`src/rtl/sha3_pkg.sv`:
```
`default_nettype none
// ============================================================================
// Module      : sha3_pkg
// Description : Shared constants and padder state encoding for the SHA3-256
//               message front-end.
// Revision    : 1.0 - initial release
// ============================================================================
package sha3_pkg;

    localparam int RATE_BYTES      = 136;
    localparam int RATE_BITS       = 1088;
    localparam int WORDS_PER_BLOCK = 17;

    localparam logic [7:0] SHA3_DSUF    = 8'h06;
    localparam logic [7:0] SHA3_PAD_END = 8'h80;

    typedef enum logic [2:0] {
        ST_FILL    = 3'd0,
        ST_PAD     = 3'd1,
        ST_ISSUE   = 3'd2,
        ST_WAIT_LO = 3'd3,
        ST_WAIT_HI = 3'd4
    } pad_state_t;

endpackage
`default_nettype wire

```
`src/rtl/sha3_pad_gen.sv`:
```
`default_nettype none
// ============================================================================
// Module      : sha3_pad_gen
// Description : Builds the rate-wide SHA-3 pad mask: domain byte at byte p,
//               final bit in byte 135 (both land in byte 135 when p == 135).
// Revision    : 1.0 - initial release
// ============================================================================
module sha3_pad_gen
    import sha3_pkg::*;
(
    input  logic [7:0]           i_p,
    output logic [RATE_BITS-1:0] o_pad_mask
);

    logic [RATE_BITS-1:0] w_dsuf_mask;
    logic [RATE_BITS-1:0] w_end_mask;

    // Byte i occupies bits [RATE_BITS-1-8i -: 8], so a right shift by 8p places byte p.
    assign w_dsuf_mask = {SHA3_DSUF, {(RATE_BITS-8){1'b0}}} >> {i_p, 3'b000};
    assign w_end_mask  = {{(RATE_BITS-8){1'b0}}, SHA3_PAD_END};
    assign o_pad_mask  = w_dsuf_mask | w_end_mask;

endmodule
`default_nettype wire

```
`src/rtl/sha3_padder.sv`:
```
`default_nettype none
// ============================================================================
// Module      : sha3_padder
// Description : Packs a 64-bit message word stream into 1088-bit rate blocks,
//               applies SHA-3 padding and drives the core block handshake.
// Revision    : 1.0 - initial release
// ============================================================================
module sha3_padder
    import sha3_pkg::RATE_BITS, sha3_pkg::WORDS_PER_BLOCK, sha3_pkg::pad_state_t,
           sha3_pkg::ST_FILL, sha3_pkg::ST_PAD, sha3_pkg::ST_ISSUE,
           sha3_pkg::ST_WAIT_LO, sha3_pkg::ST_WAIT_HI;
#(
    parameter int RATE_BYTES = 136
) (
    input  logic                 clk,
    input  logic                 rst,
    input  logic                 in_valid,
    output logic                 in_ready,
    input  logic [63:0]          in_data,
    input  logic [3:0]           in_bytes,
    input  logic                 in_last,
    output logic [RATE_BITS-1:0] blk_data,
    output logic                 blk_start,
    output logic                 blk_last,
    input  logic                 core_ready,
    output logic                 msg_done
);

    localparam logic [7:0] c_RATE_BYTES = 8'(RATE_BYTES);
    localparam logic [4:0] c_LAST_WORD  = 5'(WORDS_PER_BLOCK - 1);

    pad_state_t           r_state, w_state_nxt;
    logic [RATE_BITS-1:0] r_buf, w_buf_nxt;
    logic [4:0]           r_wcnt, w_wcnt_nxt;
    logic [7:0]           r_p, w_p_nxt;
    logic                 r_pad_pending, w_pad_pending_nxt;
    logic                 r_blk_last, w_blk_last_nxt;

    logic [3:0]           w_nbytes;
    logic [63:0]          w_keep;
    logic [63:0]          w_word;
    logic [RATE_BITS-1:0] w_word_placed;
    logic [7:0]           w_p_last;
    logic [RATE_BITS-1:0] w_pad_mask;

    // Only a last word may be short; out-of-range counts saturate at a full word.
    assign w_nbytes = (!in_last || (in_bytes > 4'd8)) ? 4'd8 : in_bytes;
    assign w_keep   = ~({64{1'b1}} >> {w_nbytes, 3'b000});
    assign w_word   = in_data & w_keep;

    // The buffer is all-zero beyond the fill point, so OR-ing the slot in is enough.
    assign w_word_placed = {w_word, {(RATE_BITS-64){1'b0}}} >> {r_wcnt, 6'b000000};
    assign w_p_last      = {r_wcnt, 3'b000} + {4'b0000, w_nbytes};

    sha3_pad_gen u_pad_gen (
        .i_p        (r_p),
        .o_pad_mask (w_pad_mask)
    );

    always_comb begin
        w_state_nxt       = r_state;
        w_buf_nxt         = r_buf;
        w_wcnt_nxt        = r_wcnt;
        w_p_nxt           = r_p;
        w_pad_pending_nxt = r_pad_pending;
        w_blk_last_nxt    = r_blk_last;
        in_ready          = 1'b0;
        blk_start         = 1'b0;
        msg_done          = 1'b0;

        case (r_state)
            ST_FILL: begin
                in_ready = 1'b1;
                if (in_valid) begin
                    w_buf_nxt  = r_buf | w_word_placed;
                    w_wcnt_nxt = r_wcnt + 5'd1;
                    if (in_last) begin
                        w_p_nxt = w_p_last;
                        if (w_p_last < c_RATE_BYTES) begin
                            w_state_nxt = ST_PAD;
                        end else begin
                            // Message filled the block exactly: pad goes in a block of its own.
                            w_pad_pending_nxt = 1'b1;
                            w_blk_last_nxt    = 1'b0;
                            w_state_nxt       = ST_ISSUE;
                        end
                    end else if (r_wcnt == c_LAST_WORD) begin
                        w_blk_last_nxt = 1'b0;
                        w_state_nxt    = ST_ISSUE;
                    end
                end
            end
            ST_PAD: begin
                w_buf_nxt      = r_buf ^ w_pad_mask;
                w_blk_last_nxt = 1'b1;
                w_state_nxt    = ST_ISSUE;
            end
            ST_ISSUE: begin
                blk_start = core_ready;
                if (core_ready) begin
                    w_state_nxt = ST_WAIT_LO;
                end
            end
            ST_WAIT_LO: begin
                if (!core_ready) begin
                    w_state_nxt = ST_WAIT_HI;
                end
            end
            ST_WAIT_HI: begin
                if (core_ready) begin
                    w_buf_nxt = '0;
                    if (r_blk_last) begin
                        msg_done       = 1'b1;
                        w_wcnt_nxt     = 5'd0;
                        w_blk_last_nxt = 1'b0;
                        w_state_nxt    = ST_FILL;
                    end else if (r_pad_pending) begin
                        w_pad_pending_nxt = 1'b0;
                        w_p_nxt           = 8'd0;
                        w_state_nxt       = ST_PAD;
                    end else begin
                        w_wcnt_nxt  = 5'd0;
                        w_state_nxt = ST_FILL;
                    end
                end
            end
            default: begin
                w_state_nxt = ST_FILL;
            end
        endcase
    end

    always_ff @(posedge clk or posedge rst) begin
        if (rst) begin
            r_state       <= ST_FILL;
            r_buf         <= '0;
            r_wcnt        <= 5'd0;
            r_p           <= 8'd0;
            r_pad_pending <= 1'b0;
            r_blk_last    <= 1'b0;
        end else begin
            r_state       <= w_state_nxt;
            r_buf         <= w_buf_nxt;
            r_wcnt        <= w_wcnt_nxt;
            r_p           <= w_p_nxt;
            r_pad_pending <= w_pad_pending_nxt;
            r_blk_last    <= w_blk_last_nxt;
        end
    end

    assign blk_data = r_buf;
    assign blk_last = r_blk_last;

endmodule
`default_nettype wire

```
`config.mk`:
```
export PLATFORM = sky130hd
export DESIGN_NAME = sha3_padder
export DESIGN_NICKNAME = d
export VERILOG_FILES = /design/src/rtl/sha3_pkg.sv /design/src/rtl/sha3_pad_gen.sv /design/src/rtl/sha3_padder.sv
export SDC_FILE = /design/constraint.sdc
export NUM_CORES = 2
export LEC_CHECK = 0
export CORE_AREA = 2 2 456 458
export DETAILED_ROUTE_END_ITERATION = 10
export DIE_AREA = 0 0 458 460
export PLACE_DENSITY = 0.39
export SLEW_MARGIN = 10
export SYNTH_ARGS = -nofsm -noshare
export SYNTH_HDL_FRONTEND = slang
export SYNTH_SLANG_ARGS = --single-unit
```
`constraint.sdc`:
```
create_clock -name clk -period 55.6 [get_ports clk]
set_input_delay 5.56 -clock clk [delete_from_list [all_inputs] [get_ports clk]]
set_output_delay 5.56 -clock clk [all_outputs]
set_load 0.02 [all_outputs]
```
== After elaboration in Yosys (flattened, before gate mapping) ==
Cells that the tools add are included.
Word-level totals
  logic and storage cells: 86
  output and inout bits: 1092
  input bits: 73
  register bits after elaboration: 1106
Operators by class
  $add $sub $neg: 2
  equal/unequal tests: 16
  shift-type cells: 3
  bitwise logic cells: 4
  muxes and demuxes: 42
  order comparisons: 2
  reductions and logical operators: 11
Operator list (number)
  1088-bit case mux with 3 select lines: 1
  1088-bit 2-to-1 mux: 2
  1088-bit OR: 1
  1083-bit by 11-bit >> shifter with 1088-bit output (first input constant): 1
  1088-bit by 11-bit >> shifter with 1088-bit output: 1
  1088-bit bitwise XOR: 1
  64-bit AND: 1
  64-bit inverter: 1
  64-bit by 7-bit >> shifter with 64-bit output (first input constant): 1
  8-bit 2-to-1 mux: 5
  5-bit 2-to-1 mux: 4
  3-bit 2-to-1 mux: 6
  1-bit 2-to-1 mux: 17
  2-bit inequality test (second input constant): 8
  8-bit case mux with 2 select lines: 1
  3-bit case mux with 5 select lines: 1
  6-bit AND reduction: 2
  5-bit case mux with 2 select lines: 1
  5-bit AND reduction: 2
  3-bit inequality test (second input constant): 3
  8-bit by 4-bit adder with 8-bit output: 1
  8-bit < comparator (second input constant): 1
  3-bit by 2-bit == test with 1-bit output (second input constant): 2
  5-bit by 1-bit adder with 5-bit output (second input constant): 1
  other kinds (15): 15

== Longest topological paths before layout ==
  depth after elaboration: 10
  depth in mapped cells: 11
  gate-level depth less buffers: 9

== Cells and area by module ==
From an unflattened synthesis, not the netlist that was laid out.
Unflattened totals
  cells, all modules: 7417
  area, all modules: 64214.1 um^2
Modules (own cells, without submodules)
  sha3_padder: area each 56017.5 um^2, cells an instance 6259, instances 1, seq. area each 27676.5 um^2
  sha3_pad_gen: area each 8196.6 um^2, cells an instance 1158, instances 1, seq. area each 0.0 um^2

== Worst setup path after synthesis ==
Ideal clock, no wire load.
  path kind: input-to-output
  from: input core_ready
  to: output blk_start
  arrival: 6531 ps
  path buffers: 1
  path slack: 43509 ps
  cell stages on the path: 3
  required time: 50040 ps
  cells stage by stage: clkbuf_2 -> inv_1 -> nor4b_1
On the way
  longest elaborated chain between the ends: 1
RTL lines
  start, declared: RTL line sha3_padder.sv:25  | input logic core_ready,
  1-bit 2-to-1 mux: RTL line sha3_padder.sv:71  | case (r_state)
  end, declared: RTL line sha3_padder.sv:23  | output logic blk_start,
No other way between the ends.

== Worst setup path after layout ==
Ends and elaborated chain as after synthesis.

==> results.cfg <==
[die]
fp.dieW_um = 458
num_rows = 167
start_util = 0.217
core-area_mm2 = 0.206
die_area_mm2 = 0.211
num_io_pins = 1165
die_h_um = 460

[synth]
ys_async_sr_fraction = 1.00
syn_area_per_cell_um2 = 10.5
yosys-top-cells-area = dfrtp_1 62%, nand2_1 6.4%, o21ai_0 6.0%
ys_seq_elements = 1106
synth_seq_area_share = 0.619
yosysMostFrequentCell = dfrtp_1
synthDistinctLibCells = 76
synth-edff-count = 0
syn_inst = 4247
yosysTopAreaCellShare = 0.619
synthesis.area_mm2 = 0.0447
ys.warnings.count = 0
synth_nets = 4324
synth_top_area_cell = dfrtp_1
synthFlopType = dfrtp_1
synth_common_cells = 1,106 x dfrtp_1, 767 x nand2_1, 538 x o21ai_0

[global_routing]
grt_max_degree = 218
first_global_vias = 40600
grt_remaining_overflow = 0
grtUsageTotal = 0.250
grt_pass1_wl_um = 366000
grt_antenna_before_repair = 26

[sta]
slew_headroom = 0.153
drv_slew = 0
setup_viol = 0
rsz0062_at_grt = false
min_period_ps = 13470
worst_pin_slew_ps = 1270
hold_viol_final = 0
layout_worst_path_cycle_share = 0.242
skew_ps = 33.8
max_freq_ghz = 0.0743
tns_ps = 0

[layout]
drive_above_1_share = 0.0797
multi_input_area_mm2 = 0.0158
fin_area_mm2 = 0.0643
syn_to_final_growth_pct = 43.8
nets = 5406
fill_cells = 21500
seq_area_mm2 = 0.0277

[placed_design]
gp_congestion = 0.845
portBuffers = 1164
place_area_mm2 = 0.0596
detailedPlacementHpwl_um = 198000

[setup_path]
cp_common_cell = clkdlybuf4s50_1
rrSetupSlack_ps = 50610
crit_chain = clkdlybuf4s50_1 -> inv_1 -> nor4b_1 -> clkdlybuf4s50_1
crit_buf_inv = 3
start_kind = primary input
reg2reg_depth = 7
cp.arrival_ps = 7910
regToRegStartpoint = r_state[0]$_DFFE_PP0P_
crit_type = primary input to output pin
endpoint_kind = output pin
path_max_fanout = 7
path_delay_family = buffers and inverters
startpoint = core_ready
r2r_end = blk_data[871]$_DFFE_PP0P_
critPathRequiredTime_ps = 50040
slowest_delay_ps = 750
crit_slowest_cell = clkdlybuf4s50_1

[detailed_routing]
routedWlPerCell_um = 33.3
routed_wl_um = 272000
vias = 41400
postRouteAntennaNets = 0
drt_first_pass_iters = 5
vias_per_cell = 5.08
drtIter0Drc = 3716
drc = 0

[clock_tree]
cts_tree = yes
clockBufferDepth = 3
cts_resized = 0
cts.clk_slew.worst_paths_ps = 50
postCtsHoldBufs = 0
post_cts_buffers = 0
clock_sinks = 1106
cts-buffers-inserted = 140
clockRootBuffer = clkbuf_16
htree_levels = 4
clkLatencyLatePin_ps = 820

[power]
power.total_mw = 3.64
irDropWorstVdd_uv = 32.5
leakage_nw = 26.9
p_per_area_mw_per_mm2 = 56.6

[worst_hold_path]
min_delay_path_depth = 2
worstHoldStart = blk_data[149]$_DFFE_PP0P_
min_to = blk_data[149]$_DFFE_PP0P_
hold_class = flop to flop

[run_status]
outcome = completed

[run]
drv_cap = 0
-- worst min-delay path: stages, from the launching register on --
cell and delay (ps):
dfrtp_1 340, nand2_1 40, o21ai_0 60
-- kinds of logic after synthesis --
kind of cell / after synthesis / synth area share
AOI/OAI and AO/OA: 1374 / 0.211
xor gates and xnor gates: 4 / 0.000784
adders and majority gates: 4 / 0.00112
buffers and inverters: 366 / 0.0320
DFF: 1106 / 0.619
muxes: 4 / 0.000951
and+or+nand+nor: 1389 / 0.136
-- registers in the layout, summed over array words and instances (netlist names) --
name / flops
blk_data: 1088
r_p: 8
r_wcnt: 5
r_state: 3
blk_last: 1
r_pad_pending: 1
-- layout by cell type, fill, tap and decap left out, types with 11 or more instances in the layout --
cell type / count
a21o_1: 19
a21oi_1: 129
a221o_1: 48
a22o_1: 212
a31oi_1: 75
a32o_1: 119
buf_4: 128
clkbuf_1: 32
clkbuf_16: 143
clkbuf_8: 41
clkdlybuf4s50_1: 1163
clkinv_2: 11
dfrtp_1: 1104
diode_2: 11
nand2_1: 765
nand2b_1: 17
nand3_1: 72
nor2_1: 261
nor2_2: 12
nor2_4: 12
nor3_1: 116
nor4_1: 13
o211ai_1: 19
o21ai_0: 538
o221ai_1: 140
o22ai_1: 20
o31ai_1: 11
-- cell type report --
type / count / area share
diodes: 11 / 0.000428
clock buffers: 216 / 0.0663
clock inverters: 32 / 0.00630
inverters: 10 / 0.000700
multi-input cells: 2775 / 0.246
flip-flops and latches: 1106 / 0.431
well taps: 2704 / 0.0526
repair buffers: 1296 / 0.197
-- worst max-delay path by stage --
stage	end	cells after the start	slack (ps)
floorplan	blk_data[0]$_DFFE_PP0P_	1	18900
global placement	blk_start	4	42210
detailed placement	blk_start	4	42240
CTS	blk_start	4	42210
global route	blk_start	4	42160
finish	blk_start	4	42130
-- power by group --
part           switching, mW  total, mW  leakage [nW]  internal, mW
Combinational          0.978       1.51          9.63         0.531
Clock                  0.389      0.937          2.29         0.548
Sequential             0.179       1.19          15.0          1.02
Total                   1.55       3.64          26.9          2.09
-- per-layer routing --
| layer | vias up | part of all wire | global-route usage |
|---|---|---|---|
| li1 | 17700 | - | - |
| met1 | 21600 | 0.41 | 0.313 |
| met2 | 1833 | 0.48 | 0.417 |
| met3 | 313 | 0.076 | 0.0644 |
| met4 | 14 | 0.033 | 0.0810 |
| met5 | - | 0.00031 | 0 |
-- metrics by stage --
step / hold slack, ps / worst slack, ps / std cells / utilization
6_report: 475 / 42130 / 8150 / 0.312
3_3_place_gp: 460 / 42210 / 7891 / 0.289
2_1_floorplan: 449 / 18900 / 4247 / -
4_1_cts: 481 / 42210 / 8139 / 0.312
3_5_place_dp: 469 / 42240 / 7891 / 0.289
5_1_grt: 498 / 42160 / 8142 / 0.312
Note: power is estimated with default switching activity, not from simulation.
